[src/rtl/alu_pkg.sv]
// Shared types for the 4-bit ALU operation blocks and their result capture stage.
package alu_pkg;

    localparam int ALU_WIDTH = 4;

    typedef struct packed {
        logic zero;
        logic negativo;
        logic carry;
        logic overflow;
    } alu_flags_t;

    typedef struct packed {
        logic [ALU_WIDTH-1:0] y;
        alu_flags_t           flags;
    } alu_entry_t;

    // Accumulate flags; a clear in the same cycle keeps only the new flags.
    function automatic alu_flags_t merge_flags(alu_flags_t acc, alu_flags_t f, logic clr);
        return clr ? f : alu_flags_t'(acc | f);
    endfunction

endpackage

[src/rtl/alu_capture_fifo_mem.sv]
// Entry storage for the capture FIFO: synchronous write, asynchronous read, no reset.
module alu_capture_fifo_mem #(
    parameter int ENTRY_W = 8,
    parameter int DEPTH   = 4
) (
    input  logic                     clk,
    input  logic                     wr_en,
    input  logic [$clog2(DEPTH)-1:0] wr_addr,
    input  logic [ENTRY_W-1:0]       wr_data,
    input  logic [$clog2(DEPTH)-1:0] rd_addr,
    output logic [ENTRY_W-1:0]       rd_data
);

    logic [ENTRY_W-1:0] mem [DEPTH];

    always_ff @(posedge clk) begin
        if (wr_en) begin
            mem[wr_addr] <= wr_data;
        end
    end

    assign rd_data = mem[rd_addr];

endmodule

[src/rtl/alu_result_capture.sv]
// Show-ahead capture FIFO for ALU results with sticky flags.
// Optional drop counter enabled by defining ALU_CAPTURE_DROP_CNT_EN.
module alu_result_capture
    import alu_pkg::*;
#(
    parameter int WIDTH = ALU_WIDTH,
    parameter int DEPTH = 4
) (
    input  logic                       clk,
    input  logic                       rst_n,
    input  logic                       in_valid,
    output logic                       in_ready,
    input  logic [WIDTH-1:0]           y_in,
    input  logic                       zero_in,
    input  logic                       negativo_in,
    input  logic                       carry_in,
    input  logic                       overflow_in,
    output logic                       out_valid,
    input  logic                       out_ready,
    output logic [WIDTH-1:0]           y_out,
    output logic                       zero_out,
    output logic                       negativo_out,
    output logic                       carry_out,
    output logic                       overflow_out,
    output logic [$clog2(DEPTH+1)-1:0] count,
    output logic                       full,
    output logic                       empty,
    input  logic                       clear_sticky,
`ifdef ALU_CAPTURE_DROP_CNT_EN
    output logic [7:0]                 drop_count,
`endif
    output logic [3:0]                 sticky_flags
);

    localparam int PTR_W   = $clog2(DEPTH);
    localparam int CNT_W   = $clog2(DEPTH+1);
    localparam int ENTRY_W = WIDTH + 4;

    logic [PTR_W-1:0]   wr_ptr;
    logic [PTR_W-1:0]   rd_ptr;
    logic               push;
    logic               pop;
    alu_flags_t         flags_in;
    alu_flags_t         head_flags;
    alu_flags_t         sticky;
    logic [ENTRY_W-1:0] head;

    assign flags_in.zero     = zero_in;
    assign flags_in.negativo = negativo_in;
    assign flags_in.carry    = carry_in;
    assign flags_in.overflow = overflow_in;

    // Handshake depends only on the registered count.
    assign empty     = (count == '0);
    assign full      = (count == CNT_W'(DEPTH));
    assign in_ready  = !full;
    assign out_valid = !empty;
    assign push      = in_valid && in_ready;
    assign pop       = out_valid && out_ready;

    alu_capture_fifo_mem #(
        .ENTRY_W (ENTRY_W),
        .DEPTH   (DEPTH)
    ) u_mem (
        .clk     (clk),
        .wr_en   (push),
        .wr_addr (wr_ptr),
        .wr_data ({y_in, flags_in}),
        .rd_addr (rd_ptr),
        .rd_data (head)
    );

    // Outputs read zero while empty so stale storage never leaks out.
    assign head_flags   = alu_flags_t'(head[3:0]);
    assign y_out        = empty ? '0 : head[ENTRY_W-1:4];
    assign zero_out     = !empty && head_flags.zero;
    assign negativo_out = !empty && head_flags.negativo;
    assign carry_out    = !empty && head_flags.carry;
    assign overflow_out = !empty && head_flags.overflow;
    assign sticky_flags = sticky;

    always_ff @(posedge clk or negedge rst_n) begin
        if (!rst_n) begin
            wr_ptr <= '0;
            rd_ptr <= '0;
            count  <= '0;
            sticky <= '0;
        end else begin
            if (push) begin
                wr_ptr <= wr_ptr + PTR_W'(1);
            end
            if (pop) begin
                rd_ptr <= rd_ptr + PTR_W'(1);
            end
            case ({push, pop})
                2'b10:   count <= count + CNT_W'(1);
                2'b01:   count <= count - CNT_W'(1);
                default: count <= count;
            endcase
            if (push) begin
                sticky <= merge_flags(sticky, flags_in, clear_sticky);
            end else if (clear_sticky) begin
                sticky <= '0;
            end
        end
    end

`ifdef ALU_CAPTURE_DROP_CNT_EN
    // Counts cycles a producer was refused; saturates rather than wraps.
    always_ff @(posedge clk or negedge rst_n) begin
        if (!rst_n) begin
            drop_count <= '0;
        end else if (clear_sticky) begin
            drop_count <= '0;
        end else if (in_valid && !in_ready && (drop_count != 8'hFF)) begin
            drop_count <= drop_count + 8'd1;
        end
    end
`endif

endmodule

[config.mk]
export PLATFORM = sky130hd
export DESIGN_NAME = alu_result_capture
export DESIGN_NICKNAME = d
export VERILOG_FILES = /design/src/rtl/alu_pkg.sv /design/src/rtl/alu_capture_fifo_mem.sv /design/src/rtl/alu_result_capture.sv
export SDC_FILE = /design/constraint.sdc
export NUM_CORES = 1
export LEC_CHECK = 0
export ABC_AREA = 1
export CAP_MARGIN = 0
export CORE_ASPECT_RATIO = 0.6
export CORE_UTILIZATION = 40
export DETAILED_ROUTE_END_ITERATION = 8
export PLACE_DENSITY = 0.58
export SLEW_MARGIN = 20
export SYNTH_ARGS = -nofsm -noshare
export SYNTH_HDL_FRONTEND = slang
export SYNTH_HIERARCHICAL = 1
export SYNTH_SLANG_ARGS = --single-unit
export TNS_END_PERCENT = 100
[constraint.sdc]
create_clock -name clk -period 3.99 [get_ports clk]
set_clock_uncertainty 0.15 [all_clocks]
set_input_delay 1.197 -clock clk [delete_from_list [all_inputs] [get_ports clk]]
set_output_delay 1.197 -clock clk [all_outputs]
set_load 0.05 [all_outputs]
Word-level counts from Yosys, hierarchy flattened
Memory sizes are Yosys's and may differ from the RTL's.
Cells that the tools add are included.
{"block": "op_classes", "eq_ne": 3, "addsub": 4, "bitwise_logic": 1, "mux": 7, "n_reduce_logical": 11}
{"op": "$mux W4", "count": 4}
{"op": "$logic_and A1 B1 Y1", "count": 6}
{"op": "$pmux W3 S2", "count": 1}
{"op": "$add A2 B1 Y2 const B", "count": 2}
{"op": "$or A4 B4 Y4", "count": 1}
{"op": "$reduce_bool A2 Y1", "count": 2}
{"op": "$add A3 B1 Y3 const B", "count": 1}
{"op": "$eq A3 B3 Y1 const B", "count": 1}
{"op": "$logic_not A3 Y1", "count": 1}
{"op": "$sub A3 B1 Y3 const B", "count": 1}
{"op": "$eq A2 B1 Y1 const B", "count": 1}
{"op": "$eq A2 B2 Y1 const B", "count": 1}
{"op": "$logic_not A1 Y1", "count": 2}
{"op": "$mux W1", "count": 2}
{"block": "word_totals", "inputBits": 13, "mem_count": 1, "elab_cells": 34, "regBits": 11, "ramBits": 32}
{"memory": "u_mem.mem", "words": 4, "word_bits": 8, "read_ports": 1, "rd_ports_with_merged_regs": 0, "wr": 1, "line": "alu_capture_fifo_mem.sv:14", "rtl": "logic [ENTRY_W-1:0] mem [DEPTH];"}

Longest topological paths before layout
Gate-level depths: netlist of run 1.
{"block": "logic_depth", "ltp_word": 5, "depth_mapped": 12}

Modules after synthesis
The synthesis of run 1 kept the hierarchy.
{"mod": "alu_capture_fifo_mem", "area_each_um2": 1387.6, "seq_area_each_um2": 960.9, "cells_per_inst": 133, "instances": 1}
{"mod": "alu_result_capture", "area_each_um2": 644.4, "seq_area_each_um2": 275.3, "cells_per_inst": 88, "instances": 1}

Worst setup path after synthesis of run 1
No wires, ideal clock.
{"block": "synth_timing", "kind": "register -> output", "startpoint": "register count[2]", "endpoint": "output carry_out", "slack_ns": 0.755, "arrival_ns": 1.888, "required_ns": 2.643, "path_stages_with_launch": 5, "cell_sequence": "dfrtp_1 -> inv_1 -> nand2_4 -> inv_4 -> nor2_1"}
{"block": "synth_between", "elab_chain_len": 3}
{"item": "start: declaration", "line": "alu_result_capture.sv:25", "rtl": "output logic [$clog2(DEPTH+1)-1:0] count,"}
{"item": "start signal: assignment", "line": "alu_result_capture.sv:96", "rtl": "2'b10: count <= count + CNT_W'(1);"}
{"item": "start signal: assignment", "line": "alu_result_capture.sv:97", "rtl": "2'b01: count <= count - CNT_W'(1);"}
{"item": "start signal: assignment", "line": "alu_result_capture.sv:98", "rtl": "default: count <= count;"}
{"item": "$logic_not A3 Y1", "line": "alu_result_capture.sv:54", "rtl": "assign empty = (count == '0);"}
{"item": "$logic_not A1 Y1"}
{"item": "via out_valid", "line": "alu_result_capture.sv:18", "rtl": "output logic out_valid,"}
{"item": "$logic_and A1 B1 Y1", "line": "alu_result_capture.sv:78", "rtl": "assign carry_out = !empty && head_flags.carry;"}
{"item": "end: declaration", "line": "alu_result_capture.sv:23", "rtl": "output logic carry_out,"}
The timed path passes the listed nets, and every way through them passes these cells.

Worst setup path in the final report of run 1
{"block": "layout_timing", "startpoint": "register rd_ptr[0]", "endpoint": "output overflow_out"}
{"block": "layout_between", "elab_chain_len": 2}
{"item": "start: declaration", "line": "alu_result_capture.sv:40", "rtl": "logic [PTR_W-1:0] rd_ptr;"}
{"item": "start signal: assignment", "line": "alu_result_capture.sv:93", "rtl": "rd_ptr <= rd_ptr + PTR_W'(1);"}
{"item": "$mem_v2 Z4 W8"}
{"item": "via head[0]", "line": "alu_result_capture.sv:46", "rtl": "logic [ENTRY_W-1:0] head;"}
{"item": "$logic_and A1 B1 Y1", "line": "alu_result_capture.sv:79", "rtl": "assign overflow_out = !empty && head_flags.overflow;"}
{"item": "end: declaration", "line": "alu_result_capture.sv:24", "rtl": "output logic overflow_out,"}
The timed path passes the listed nets, and every way through them passes these cells.

==> impl_metrics.yaml, run 1 <==
power_and_ir_drop:
  leakage_nw: 1.23
  ir_drop_uv: 305
  power_density_mw_per_mm2: 837
placed_design:
  io_buffers: 31
  gp_congestion: 0.751
  placed_area_mm2: 0.00243
  hpwl_mm: 2.70
finish:
  drive_above_1_share_pct: 7.28
  antennaDiodeCount: 0
  nets: 276
  design_area_mm2: 0.00251
  synthToLayoutAreaGrowth_pct: 23.5
floorplanning:
  start_util_pct: 43.0
  core_area_mm2: 0.00473
  die_h_um: 57.2
  num_rows: 19
  io_pins: 32
  die_w_um: 94.0
  die_area_mm2: 0.00538
synthesis:
  yosys.cell_types.count: 19
  synth_edf_count: 32
  synth_area_leaders: "edfxtp_1 (47%), dfrtp_1 (14%), nand2_1 (12%), inv_1 (11%), nand3_1 (6.2%)"
  synth_cells: 221
  ys.flop_type: "edfxtp_1"
  synth_top_cell_by_area: "edfxtp_1"
  synth_area_per_cell_um2: 9.19
  synth_seq_area_share_pct: 60.8
  syn_nets: 236
  synth_common_cells: "nand2_1 (67), inv_1 (58), edfxtp_1 (32)"
  synth_warnings: 6
  syn_area_mm2: 0.00203
  synthMostInstantiatedCell: "nand2_1"
  netlist.area_leader.share_pct: 47.3
  synth-seq-cells: 43
  synthArstFlopShare_pct: 25.6
timing:
  fmax_mhz: 284
  tightest_slew_ps: 538
  final.min_clock_period_ps: 3520
  grt_setup_unrepaired: "false"
  slew_violations: 0
  fin_tns_setup_ps: 0
  min_period_over_period_pct: 88.3
  setup-violations-final: 0
  finalHoldViolCount: 0
  slew_headroom_pct: 64.0
clock_network:
  cts-root-buf: "clkbuf_8"
  cts_max_path_buffers: 2
  clk_latency_ps: 290
  cts.sinks: 43
  cts_resized: 0
  hold_buffers: 0
  cts_buffers: 5
  cts_tree: "done"
  cts_setup_buffers: 0
  clk_pin_slew_ps: 70
  cts_max_level: 2
routing:
  wl_per_cell_um: 11.7
  num_vias: 1416
  via_per_inst: 4.37
  ant_nets: 0
  drc: 0
  drtPass1Iterations: 4
  drt_wl_total_mm: 3.79
  drt_iter0_markers: 81
global_routing:
  grt_max_degree: 17
  grt_pass1_vias: 1283
  grt_pass1_wl_mm: 6.32
  antenna_found_initial: 0
  grt_util_all_layers_pct: 16.1
  overflow: 0
worst_setup_path:
  worst_setup_path_end_kind: "output pin"
  r2r_cells: 10
  slowest_delay_ps: 800
  critPathTopFamily: "buffers and inverters"
  reg2reg_slack_ps: 1990
  path_cells: "buf_4, nand2_1, nand3_1, nand2_1, inv_1, nor2_1, clkdlybuf4s50_1"
  crit_type: "flop to output pin"
  critPathSlowestCell: "clkdlybuf4s50_1"
  worstPathArrival_ps: 2180
  cpMostUsedCell: "nand2_1"
  r2r_start: "count[1]"
  worstPathMaxFanout: 12
  worstReg2RegEnd: "count[2]"
  worst_setup_path_start_kind: "flop"
  crit_buf_inv: 3
  cp.required_ps: 2640
worst_hold_path:
  min_path_cells: 2
  hold_end: "sticky_flags[3]"
  hp-start: "sticky_flags[3]"
  hp-class: "flop to flop"
run_status:
  status: "complete, no violations"
run:
  maxCapViolations: 0
-- worst min-delay path, cell delays in order (launching register included) --
cell and delay, ps:
dfrtp_1 350, nand2_1 50, nand2_1 50
-- power breakdown --
group | total (mW) | internal (mW) | switching (mW)
clock network | 0.256 | 0.117 | 0.140
registers | 0.671 | 0.594 | 0.0767
logic | 1.17 | 0.381 | 0.791
-- sequential cells by signal (all words and copies together) (netlist names) --
signal and cells:
count 3, sticky_flags 4, u_mem/mem 32, rd_ptr 2
wr_ptr 2
-- metrics by stage --
| stage | setup WS [ps] | total power, mW | hold WS (ps) | std cells | utilization (%) |
|---|---|---|---|---|---|
| finish | 465 | 2.10 | 336 | 324 | 53.0 |
| global route | 331 | 2.24 | 376 | 324 | 53.0 |
| CTS | 438 | 2.12 | 336 | 324 | 53.0 |
| detailed placement | 767 | 1.86 | 316 | 317 | 51.4 |
| global placement | 784 | 1.85 | 318 | 317 | 51.4 |
| floorplan | 755 | 1.51 | 329 | 221 | - |
-- cell type report --
cell class | instances | area [um2]
fill | 433 | 2220
sequential | 43 | 1240
multi-input combinational | 114 | 531
timing repair buffer | 37 | 355
inverter | 60 | 230
tap | 63 | 78.8
clock buffer | 5 | 68.8
clock inverter | 2 | 8.76
-- cells by family after synthesis --
family | after synthesis | synth area share (%)
and+or+nand+nor | 110 | 23.8
buffers and inverters | 64 | 13.1
DFF | 43 | 60.8
adders and majority gates | 2 | 1.60
AOI/OAI and AO/OA | 1 | 0.246
xor gates and xnor gates | 1 | 0.431
-- cell usage in the layout, fill, tap and decap left out, types with 2 or more instances in the layout --
cell type and n:
buf_4 6, clkbuf_8 5, clkdlybuf4s50_1 31, dfrtp_1 11, edfxtp_1 32, inv_1 58, inv_4 2, nand2_1 67
nand2_4 3, nand3_1 25, nor2_1 8, nor3_1 4
-- how the worst max path moves through the flow --
| stage | from | to | slack (ps) | cells after the start |
|---|---|---|---|---|
| 2_1_floorplan | count[2] | carry_out | 760 | 4 |
| 3_3_place_gp | rd_ptr[0] | overflow_out | 780 | 7 |
| 3_5_place_dp | rd_ptr[0] | overflow_out | 770 | 7 |
| 4_1_cts | rd_ptr[0] | overflow_out | 440 | 7 |
| 5_1_grt | rd_ptr[0] | overflow_out | 330 | 7 |
| 6_report | rd_ptr[0] | overflow_out | 470 | 7 |
-- metal layers --
layer  track usage [%]  wire, um  up-vias
li1                  -         -      747
met1              23.6      2050      649
met2              23.5      1590       16
met3              4.40       109        4
met4              4.62        34        0
met5                 0         0        -
No activity file was read; power rests on OpenSTA's default activity.
==> run 2, diff against run 1 <==
Settings changed: CTS_CLUSTER_SIZE set to 14.
==> results of run 2 <==
Same layout as run 1: the final DEF is identical, and so are final timing and power.
==> run 3, diff against run 2 <==
Settings changed: CORE_MARGIN set to 2.
==> run 3 against run 2 <==
Against the previous run: clock power increased by 29%; maximum frequency decreased by 4.1%; die area increased by 5.7%; count of clock-buffer cells in the layout unchanged; critical endpoint is now negativo_out; global-route usage increased by 0.41 points; largest cell class unchanged.
==> impl_metrics.yaml, run 3 (same netlist as run 1, synthesis figures left out) <==
timing:
  tightest_slew_ps: 519
  setup-violations-final: 0
  finalHoldViolCount: 0
  fin_tns_setup_ps: 0
  fmax_mhz: 272
  min_period_over_period_pct: 92.1
  whs_ps: 339
  final.min_clock_period_ps: 3680
  slew_violations: 0
  grt_setup_unrepaired: "false"
  slew_headroom_pct: 65.3
  setup_ws_ps: 313
finish:
  largest_reg_flops: 32
  drive_above_1_share_pct: 7.98
  max_flop_register: "u_mem/mem"
  final-seq-area_mm2: 0.00124
  fill_cells: 462
  multi_input_area_um2: 531
  layout_common_cells: "nand2_1 (67), inv_1 (58), edfxtp_1 (32)"
  synthToLayoutAreaGrowth_pct: 25.5
  antennaDiodeCount: 0
  final_cells: 329
  nets: 277
  final_common_cell: "nand2_1"
  utilization_pct: 51.2
  design_area_mm2: 0.00255
routing:
  drc: 0
  ant_nets: 0
  num_vias: 1443
  drtPass1Iterations: 4
  drt_iter0_markers: 64
  via_per_inst: 4.39
  wl_per_cell_um: 12.1
  drt_wl_total_mm: 4.00
placed_design:
  placed_area_mm2: 0.00244
  gp_congestion: 0.814
  dp_cells: 321
  io_buffers: 31
  dpl_worst_slack_ps: 637
  hpwl_mm: 2.82
clock_network:
  cts_resized: 0
  cts.sinks: 43
  clk_pin_slew_ps: 80
  cts_setup_buffers: 0
  cts-root-buf: "clkbuf_8"
  hold_buffers: 0
  cts_max_level: 2
  clk_latency_ps: 290
  cts_tree: "done"
  cts_buffers: 5
  cts_max_path_buffers: 2
power_and_ir_drop:
  internal_power_mw: 1.16
  finalPower_mw: 2.18
  p_comb_share_pct: 53.6
  p_seq_share_pct: 31.3
  ir_drop_uv: 456
  switchingPower_mw: 1.02
  leakage_nw: 1.25
  switching_share_pct: 46.9
  pwr-share-clk_pct: 15.1
  power_density_mw_per_mm2: 857
floorplanning:
  die_w_um: 96.0
  io_pins: 32
  start_util_pct: 40.8
  die_h_um: 59.2
  num_rows: 20
  die_area_mm2: 0.00569
  core_area_mm2: 0.00498
worst_setup_path:
  cpMostUsedCell: "nand2_1"
  slowest_delay_ps: 820
  crit_type: "flop to output pin"
  worst_setup_path_end_kind: "output pin"
  path_cells: "inv_4, nand2_1, nand3_1, nand2_1, inv_1, nor2_1, clkdlybuf4s50_1"
  cp.required_ps: 2640
  worstPathMaxFanout: 16
  worst_setup_path_start_kind: "flop"
  worstPathArrival_ps: 2330
  critPathSlowestCell: "clkdlybuf4s50_1"
global_routing:
  grt.met3_usage_pct: 4.20
  overflow: 0
  grt_pass1_wl_mm: 6.76
  grt_util_met1_pct: 24.8
  antenna_found_initial: 0
  grt_max_degree: 17
  grtUsageMet2_pct: 23.0
  global_route.peak_usage_layer: "met1"
  grt_pass1_vias: 1331
  grt_util_all_layers_pct: 16.5
run_status:
  status: "complete, no violations"
worst_hold_path:
  hp-class: "flop to flop"
run:
  maxCapViolations: 0
==> run 3: cell count changes in the layout (fill, tap and decap cells not counted) <==
cell       before  now
bufinv_16       0    1
buf_4           6    7
==> run 3: per-layer routing <==
metal | share of wire (%) | up-vias
li1 | - | 753
met1 | 51 | 649
met2 | 42 | 36
met3 | 6.3 | 5
met4 | 1.1 | 0
met5 | 0 | -
==> run 3: cell type report <==
| type | instances | area share, % |
|---|---|---|
| flip-flops and latches | 43 | 48.5 |
| multi-input cells | 114 | 20.8 |
| repair buffers | 38 | 14.2 |
| inverters | 60 | 9.03 |
| well taps | 66 | 3.24 |
| clock buffers | 5 | 2.70 |
| clock inverters | 3 | 1.52 |
==> run 3: worst paths after layout <==
kind,slack (ps),from,cells past startpoint,to
hold / removal,340,sticky_flags[0],2,sticky_flags[0]
setup / recovery,310,rd_ptr[0],7,negativo_out
hold reg to reg,340,sticky_flags[0],2,sticky_flags[0]
max in group asynchronous,2250,rst_n,1,rd_ptr[1]
min in group asynchronous,1090,rst_n,1,sticky_flags[2]
setup reg to reg,2000,count[0],10,count[2]
==> run 3: critical path, delay by kind of cell, from the launching register on <==
| family | cells | cell delay [ps] |
|---|---|---|
| buffers and inverters | 3 | 1040 |
| flip-flops | 1 | 650 |
| AND/OR/NAND/NOR | 4 | 350 |
==> run 3: power groups by stage <==
stage                     logic, mW  clock network [mW]  registers (mW)
after floorplan               0.771                   0           0.743
after global placement         1.17                   0           0.688
after detailed placement       1.18                   0           0.693
after CTS                      1.19               0.336           0.683
after global routing           1.29               0.356           0.699
final                          1.17               0.330           0.684
